===== config.mk =====
export PLATFORM = sky130hd
export DESIGN_NAME = cram_loader
export DESIGN_NICKNAME = d
export VERILOG_FILES = /design/src/rtl/cram_pkg.sv /design/src/rtl/cram_rb_deser.sv /design/src/rtl/cram_loader.sv
export SDC_FILE = /design/constraint.sdc
export NUM_CORES = 1
export LEC_CHECK = 0
export CORE_ASPECT_RATIO = 1.5
export CORE_MARGIN = 2
export CORE_UTILIZATION = 58
export DETAILED_ROUTE_END_ITERATION = 6
export GPL_TIMING_DRIVEN = 0
export PLACE_DENSITY = 0.91
export SLEW_MARGIN = 15
export SYNTH_ARGS = -nofsm -noshare
export SYNTH_HDL_FRONTEND = slang
export SYNTH_SLANG_ARGS = --single-unit

===== constraint.sdc =====
create_clock -name clk -period 3.1 [get_ports clk]
set_input_delay 0.62 -clock clk [delete_from_list [all_inputs] [get_ports clk]]
set_output_delay 0.62 -clock clk [all_outputs]
set_load 0.02 [all_outputs]

===== src/rtl/cram_pkg.sv =====
// Shared types and default sizes for the CRAM loader and fabric-level benches.
package cram_pkg;

  localparam int CRAM_WORD_W    = 32;
  localparam int CRAM_CHAIN_LEN = 4096;

  typedef enum logic [1:0] {
    IDLE,
    LOAD_WAIT,
    SHIFT,
    DONE
  } cram_ld_state_t;

endpackage


===== src/rtl/cram_rb_deser.sv =====
// Readback deserializer: collects the bits returned by the CRAM chain
// into words, LSB first, with a partial final word zero-padded.
module cram_rb_deser #(
  parameter int WORD_W = 32
) (
  input  logic              clk,
  input  logic              nrst,
  input  logic              en,
  input  logic              last,
  input  logic              clr,
  input  logic              bit_in,
  output logic [WORD_W-1:0] rb_word,
  output logic              rb_valid
);

  localparam int BW = (WORD_W > 1) ? $clog2(WORD_W) : 1;

  logic [BW-1:0]     bcnt;
  logic [WORD_W-1:0] acc;
  logic [WORD_W-1:0] acc_n;
  logic              full;

  always_comb begin
    acc_n       = acc;
    acc_n[bcnt] = bit_in;
  end

  assign full = (bcnt == BW'(WORD_W - 1));

  always_ff @(posedge clk or negedge nrst) begin
    if (!nrst) begin
      bcnt     <= '0;
      acc      <= '0;
      rb_word  <= '0;
      rb_valid <= 1'b0;
    end else if (clr) begin
      bcnt     <= '0;
      acc      <= '0;
      rb_valid <= 1'b0;
    end else begin
      rb_valid <= 1'b0;
      if (en) begin
        if (full || last) begin
          rb_word  <= acc_n;
          rb_valid <= 1'b1;
          acc      <= '0;
          bcnt     <= '0;
        end else begin
          acc  <= acc_n;
          bcnt <= bcnt + BW'(1);
        end
      end
    end
  end

endmodule


===== src/rtl/cram_loader.sv =====
// Serial CRAM chain loader: streams host words LSB-first into the fabric
// and returns the displaced chain contents as readback words.
module cram_loader
  import cram_pkg::*;
#(
  parameter int WORD_W    = CRAM_WORD_W,
  parameter int CHAIN_LEN = CRAM_CHAIN_LEN
) (
  input  logic              clk,
  input  logic              nrst,
  input  logic              start,
  input  logic              abort,
  input  logic [WORD_W-1:0] word_in,
  input  logic              word_valid,
  output logic              word_ready,
  output logic              cram_data,
  output logic              cram_en,
  input  logic              cram_return,
  output logic [WORD_W-1:0] rb_word,
  output logic              rb_valid,
  output logic              busy,
  output logic              done
);

  localparam int CW = $clog2(CHAIN_LEN + 1);
  localparam int LW = $clog2(WORD_W + 1);
  localparam logic [CW-1:0] LAST = CW'(CHAIN_LEN);

  cram_ld_state_t state;

  logic [CW-1:0]     cnt;
  logic [CW-1:0]     cnt_n;
  logic [CW-1:0]     base;
  logic [CW-1:0]     rem;
  logic [LW-1:0]     wleft;
  logic [LW-1:0]     load_len;
  logic [WORD_W-1:0] sreg;
  logic              hs;
  logic              word_end;
  logic              last_bit;
  logic              take;
  logic              idle_like;
  logic              rb_clr;

  assign hs        = word_valid & word_ready;
  assign cnt_n     = cnt + CW'(1);
  assign word_end  = (state == SHIFT) && (wleft == LW'(1));
  assign last_bit  = word_end && (cnt_n == LAST);
  assign idle_like = (state == IDLE) || (state == DONE);

  // Bits already in the chain when the next word starts shifting.
  assign base = (state == SHIFT) ? cnt_n : cnt;
  assign rem  = LAST - base;

  assign load_len = (int'(rem) < WORD_W) ? LW'(rem) : LW'(WORD_W);

  assign take = hs && ((state == LOAD_WAIT) || (word_end && !last_bit));

  assign rb_clr = abort || (start && idle_like);

  always_ff @(posedge clk or negedge nrst) begin
    if (!nrst) begin
      state      <= IDLE;
      cnt        <= '0;
      wleft      <= '0;
      sreg       <= '0;
      cram_data  <= 1'b0;
      cram_en    <= 1'b0;
      word_ready <= 1'b0;
      busy       <= 1'b0;
      done       <= 1'b0;
    end else if (abort) begin
      state      <= IDLE;
      cram_en    <= 1'b0;
      word_ready <= 1'b0;
      busy       <= 1'b0;
      done       <= 1'b0;
    end else begin
      unique case (state)
        IDLE, DONE: begin
          if (start) begin
            state      <= LOAD_WAIT;
            cnt        <= '0;
            word_ready <= 1'b1;
            busy       <= 1'b1;
            done       <= 1'b0;
          end
        end
        LOAD_WAIT: ;
        SHIFT: begin
          cnt <= cnt_n;
          if (word_end) begin
            if (last_bit) begin
              state      <= DONE;
              cram_en    <= 1'b0;
              word_ready <= 1'b0;
              busy       <= 1'b0;
              done       <= 1'b1;
            end else if (!hs) begin
              state      <= LOAD_WAIT;
              cram_en    <= 1'b0;
              word_ready <= 1'b1;
            end
          end else begin
            wleft      <= wleft - LW'(1);
            cram_data  <= sreg[0];
            sreg       <= sreg >> 1;
            // Open the handshake one cycle early so the next word
            // follows with no bubble.
            word_ready <= (wleft == LW'(2)) &&
                          (int'(cnt_n) + 1 < CHAIN_LEN);
          end
        end
        default: state <= IDLE;
      endcase

      if (take) begin
        state      <= SHIFT;
        cram_en    <= 1'b1;
        cram_data  <= word_in[0];
        sreg       <= word_in >> 1;
        wleft      <= load_len;
        word_ready <= (load_len == LW'(1)) &&
                      (int'(base) + 1 < CHAIN_LEN);
      end
    end
  end

  cram_rb_deser #(
    .WORD_W(WORD_W)
  ) u_rb_deser (
    .clk     (clk),
    .nrst    (nrst),
    .en      (cram_en),
    .last    (last_bit),
    .clr     (rb_clr),
    .bit_in  (cram_return),
    .rb_word (rb_word),
    .rb_valid(rb_valid)
  );

endmodule


==> flow_summary.ini <==
[cells_and_area]
area_growth_syn_to_layout_pct = 23.1
antenna_cells = 0
layout_commonest_cell = dfrtp_1
drive_gt1_share_pct = 11.3
nets = 924
final_cell_mix = dfrtp_1 (125), nor2_1 (79), o21ai_0 (76), clkdlybuf4s50_1 (74), mux2i_1 (66)
post-route-util_pct = 72.7
finalNonFillerCells = 1039

[power]
pwr-share-clk_pct = 43.2
power.share.combinational_pct = 15.7
sw_frac_of_total_pct = 28.3
internal_power_w = 0.00365
ir_worst_vdd_mv = 0.404
p_leak_nw = 4.06
powerDensity_nw_per_um2 = 565
power_switching_w = 0.00144
power_frac_seq_pct = 41.1

[worst_setup_path]
critical_path_class = reg -> reg
cp-end-kind = register
critical_path.top_delay_family = buffers and inverters
cp.arrival_ns = 3.30
max_stage_delay_ns = 0.41
critical_path.slowest_cell = clkbuf_1
worstPathRequired_ns = 3.41
path_max_fanout = 10
reg2reg_from = state[0]
crit_path_start = state[0]
critPathLaunchType = register
worstPathCellList = inv_1 > ha_1 > buf_2 > clkbuf_1 > and3_1 > nor2_1 > nor2_1 > o31a_1 > buf_2 > nand3_1 > o221a_1
cp_num_buf_inv = 4

[detailed_routing]
vias_per_cell = 6.43
vias = 6681
drcViolationCount = 0
dr.pass1.iters = 6
wire_per_inst_um = 19.3
drt_wl_total_um = 20000
postRouteAntennaNets = 0
drtIter0Drc = 514

[grt]
grt_pass1_vias = 6739
antenna_found_initial = 0
met1_usage_pct = 34.7
grt_busiest_layer = met2
grtUsageTotal_pct = 30.9
grt_max_degree = 87
grt_pass1_wl_um = 32400
grt_util_met2_pct = 53.1
grt_overflow = 0
use_met3_pct = 6.48

[synth]
async_reset_ff_share_pct = 100
syn_avg_cell_area_um2 = 9.48
ys_seq_area_share_pct = 43.4
synth_cell_types = 74
synthCells = 772
synthesis.area_um2 = 7320
ys_warn_count = 0
syn-num-nets = 826
synth_edf_count = 0
synth-seq-cells = 127
yosys_most_used_dff = dfrtp_1

[timing]
finalSetupViolCount = 0
worst_pin_slew_ns = 0.583
clock_skew_ns = 0.00989
rsz0062_at_grt = no
finalHoldViolCount = 0
slew_viol_final = 0
min_period_over_period_pct = 96.5
period_needed_ns = 2.99
fmax_mhz = 334
fin_hold_ws_ns = 0.107
relSlewSlack_pct = 61.1

[place]
port_buffers = 75
numPlacedInstances = 1004
gp_congestion = 0.979
hpwlAfterDp_um = 13600

[clock_network]
cts_buffer_depth = 2
clk_pin_slew_ns = 0.06
postCtsHoldBufs = 0
cts.sinks = 127
cts_buffers = 17
worstSkewPairLatency_ns = 0.42
root_buffer = clkbuf_16
cts_tree = done
htree_levels = 4

[floorplanning]
ioPinCount = 76
rows = 50
dieHeight_um = 142
die_area_um2 = 13600
die_w_um = 95.7
core_area_um2 = 12400
start_util_pct = 59.1

[run_status]
status = finished, final reports clean

[min_path]
hold_path.class = in -> async

[flow_run]
drv_cap = 0
synth_stat cells, drive strengths merged (3+ instances only):
| master | number | area (µm²) |
|---|---|---|
| clkbuf | 28 | 109 |
| nand2 | 43 | 164 |
| mux2i | 66 | 661 |
| nand4 | 9 | 77.6 |
| and3 | 6 | 37.5 |
| nand3 | 20 | 100 |
| o2111ai | 3 | 26.3 |
| xnor2 | 7 | 61.3 |
| mux2 | 5 | 56.3 |
| or2 | 3 | 18.8 |
| a22o | 44 | 385 |
| nand2b | 11 | 68.8 |
| o31a | 4 | 35.0 |
| ha | 16 | 200 |
| xor2 | 7 | 76.3 |
| a31oi | 4 | 25.0 |
| or3 | 8 | 55.1 |
| o21a | 5 | 37.5 |
| a21oi | 45 | 225 |
| o21ai | 118 | 594 |
| nor2 | 79 | 297 |
| buf | 30 | 211 |
| and2 | 5 | 31.3 |
| nor3 | 9 | 45.0 |
| dfrtp | 127 | 3180 |
| nor4 | 6 | 52.6 |
| inv | 23 | 86.3 |
| a21o | 3 | 22.5 |
repair_timing:
action | 4_1_cts | 5_1_grt
pin swaps | 2 | 2
endpoints found under the hold margin | 0 | 0
gates cloned | 0 | 0
buffers inserted | 3 | 0
gates resized for setup | 4 | 13
endpoints found under the setup margin | 64 | 79
power by group through the flow:
| stage | registers [W] | clock network [W] | logic, W |
|---|---|---|---|
| after floorplan | 0.00206 | 0 | 0.000519 |
| after global placement | 0.00209 | 0 | 0.000719 |
| after detailed placement | 0.00210 | 0 | 0.000769 |
| after CTS | 0.00208 | 0.00221 | 0.000792 |
| after global routing | 0.00211 | 0.00230 | 0.000894 |
| final | 0.00209 | 0.00220 | 0.000799 |
sequential cells by signal, indices dropped and copies added (netlist names):
signal,flops
u_rb_deser.acc,32
u_rb_deser.rb_word,32
sreg,31
cnt,13
wleft,6
u_rb_deser.bcnt,5
state,2
busy,1
cram_data,1
cram_en,1
done,1
u_rb_deser.rb_valid,1
word_ready,1
metrics by stage:
step | total power [W] | TNS [ns] | setup WS [ns] | cell area [µm²]
detailed placement | 0.00287 | -1.70 | -0.178 | 8290
global placement | 0.00281 | -458.33 | -3.61 | 8260
CTS | 0.00508 | 0 | 0.0200 | 8970
global route | 0.00530 | 0 | 0.000155 | 9010
finish | 0.00509 | 0 | 0.107 | 9010
floorplan | 0.00258 | 0 | 0.469 | 7320
kinds of logic (layout without fill, tap and decap cells):
logic type | count (synthesis) | after routing | synth area share [%]
AOI/OAI and AO/OA | 249 | 249 | 21.7
and+or+nand+nor | 214 | 214 | 14.9
DFF | 127 | 127 | 43.4
buffers and inverters | 81 | 192 | 5.56
muxes | 71 | 71 | 9.80
adders and majority gates | 16 | 16 | 2.74
xor gates and xnor gates | 14 | 14 | 1.88
cell type report:
| type | count | area (µm²) |
|---|---|---|
| Timing Repair Buffer | 79 | 802 |
| Clock inverter | 14 | 204 |
| Multi-Input combinational cell | 564 | 3770 |
| Fill cell | 894 | 3380 |
| Buffer | 58 | 328 |
| Clock buffer | 18 | 439 |
| Tap cell | 156 | 195 |
| Sequential cell | 127 | 3180 |
| Inverter | 23 | 86.3 |
worst paths after layout:
path,end,slack [ns],depth (start not counted)
min in group clk,u_rb_deser.acc[13],0.50,1
setup reg to reg,wleft[5],0.11,11
setup / recovery,wleft[5],0.11,11
max in group asynchronous,sreg[24],2.22,2
hold / removal,u_rb_deser.rb_word[4],0.11,1
hold reg to reg,u_rb_deser.acc[13],0.50,1
metal layers:
metal	routed length, µm	vias to the layer above
li1	-	3001
met1	7130	3224
met2	10500	363
met3	1290	93
met4	1110	0
met5	0	-
(Power assumes the default switching activity.)
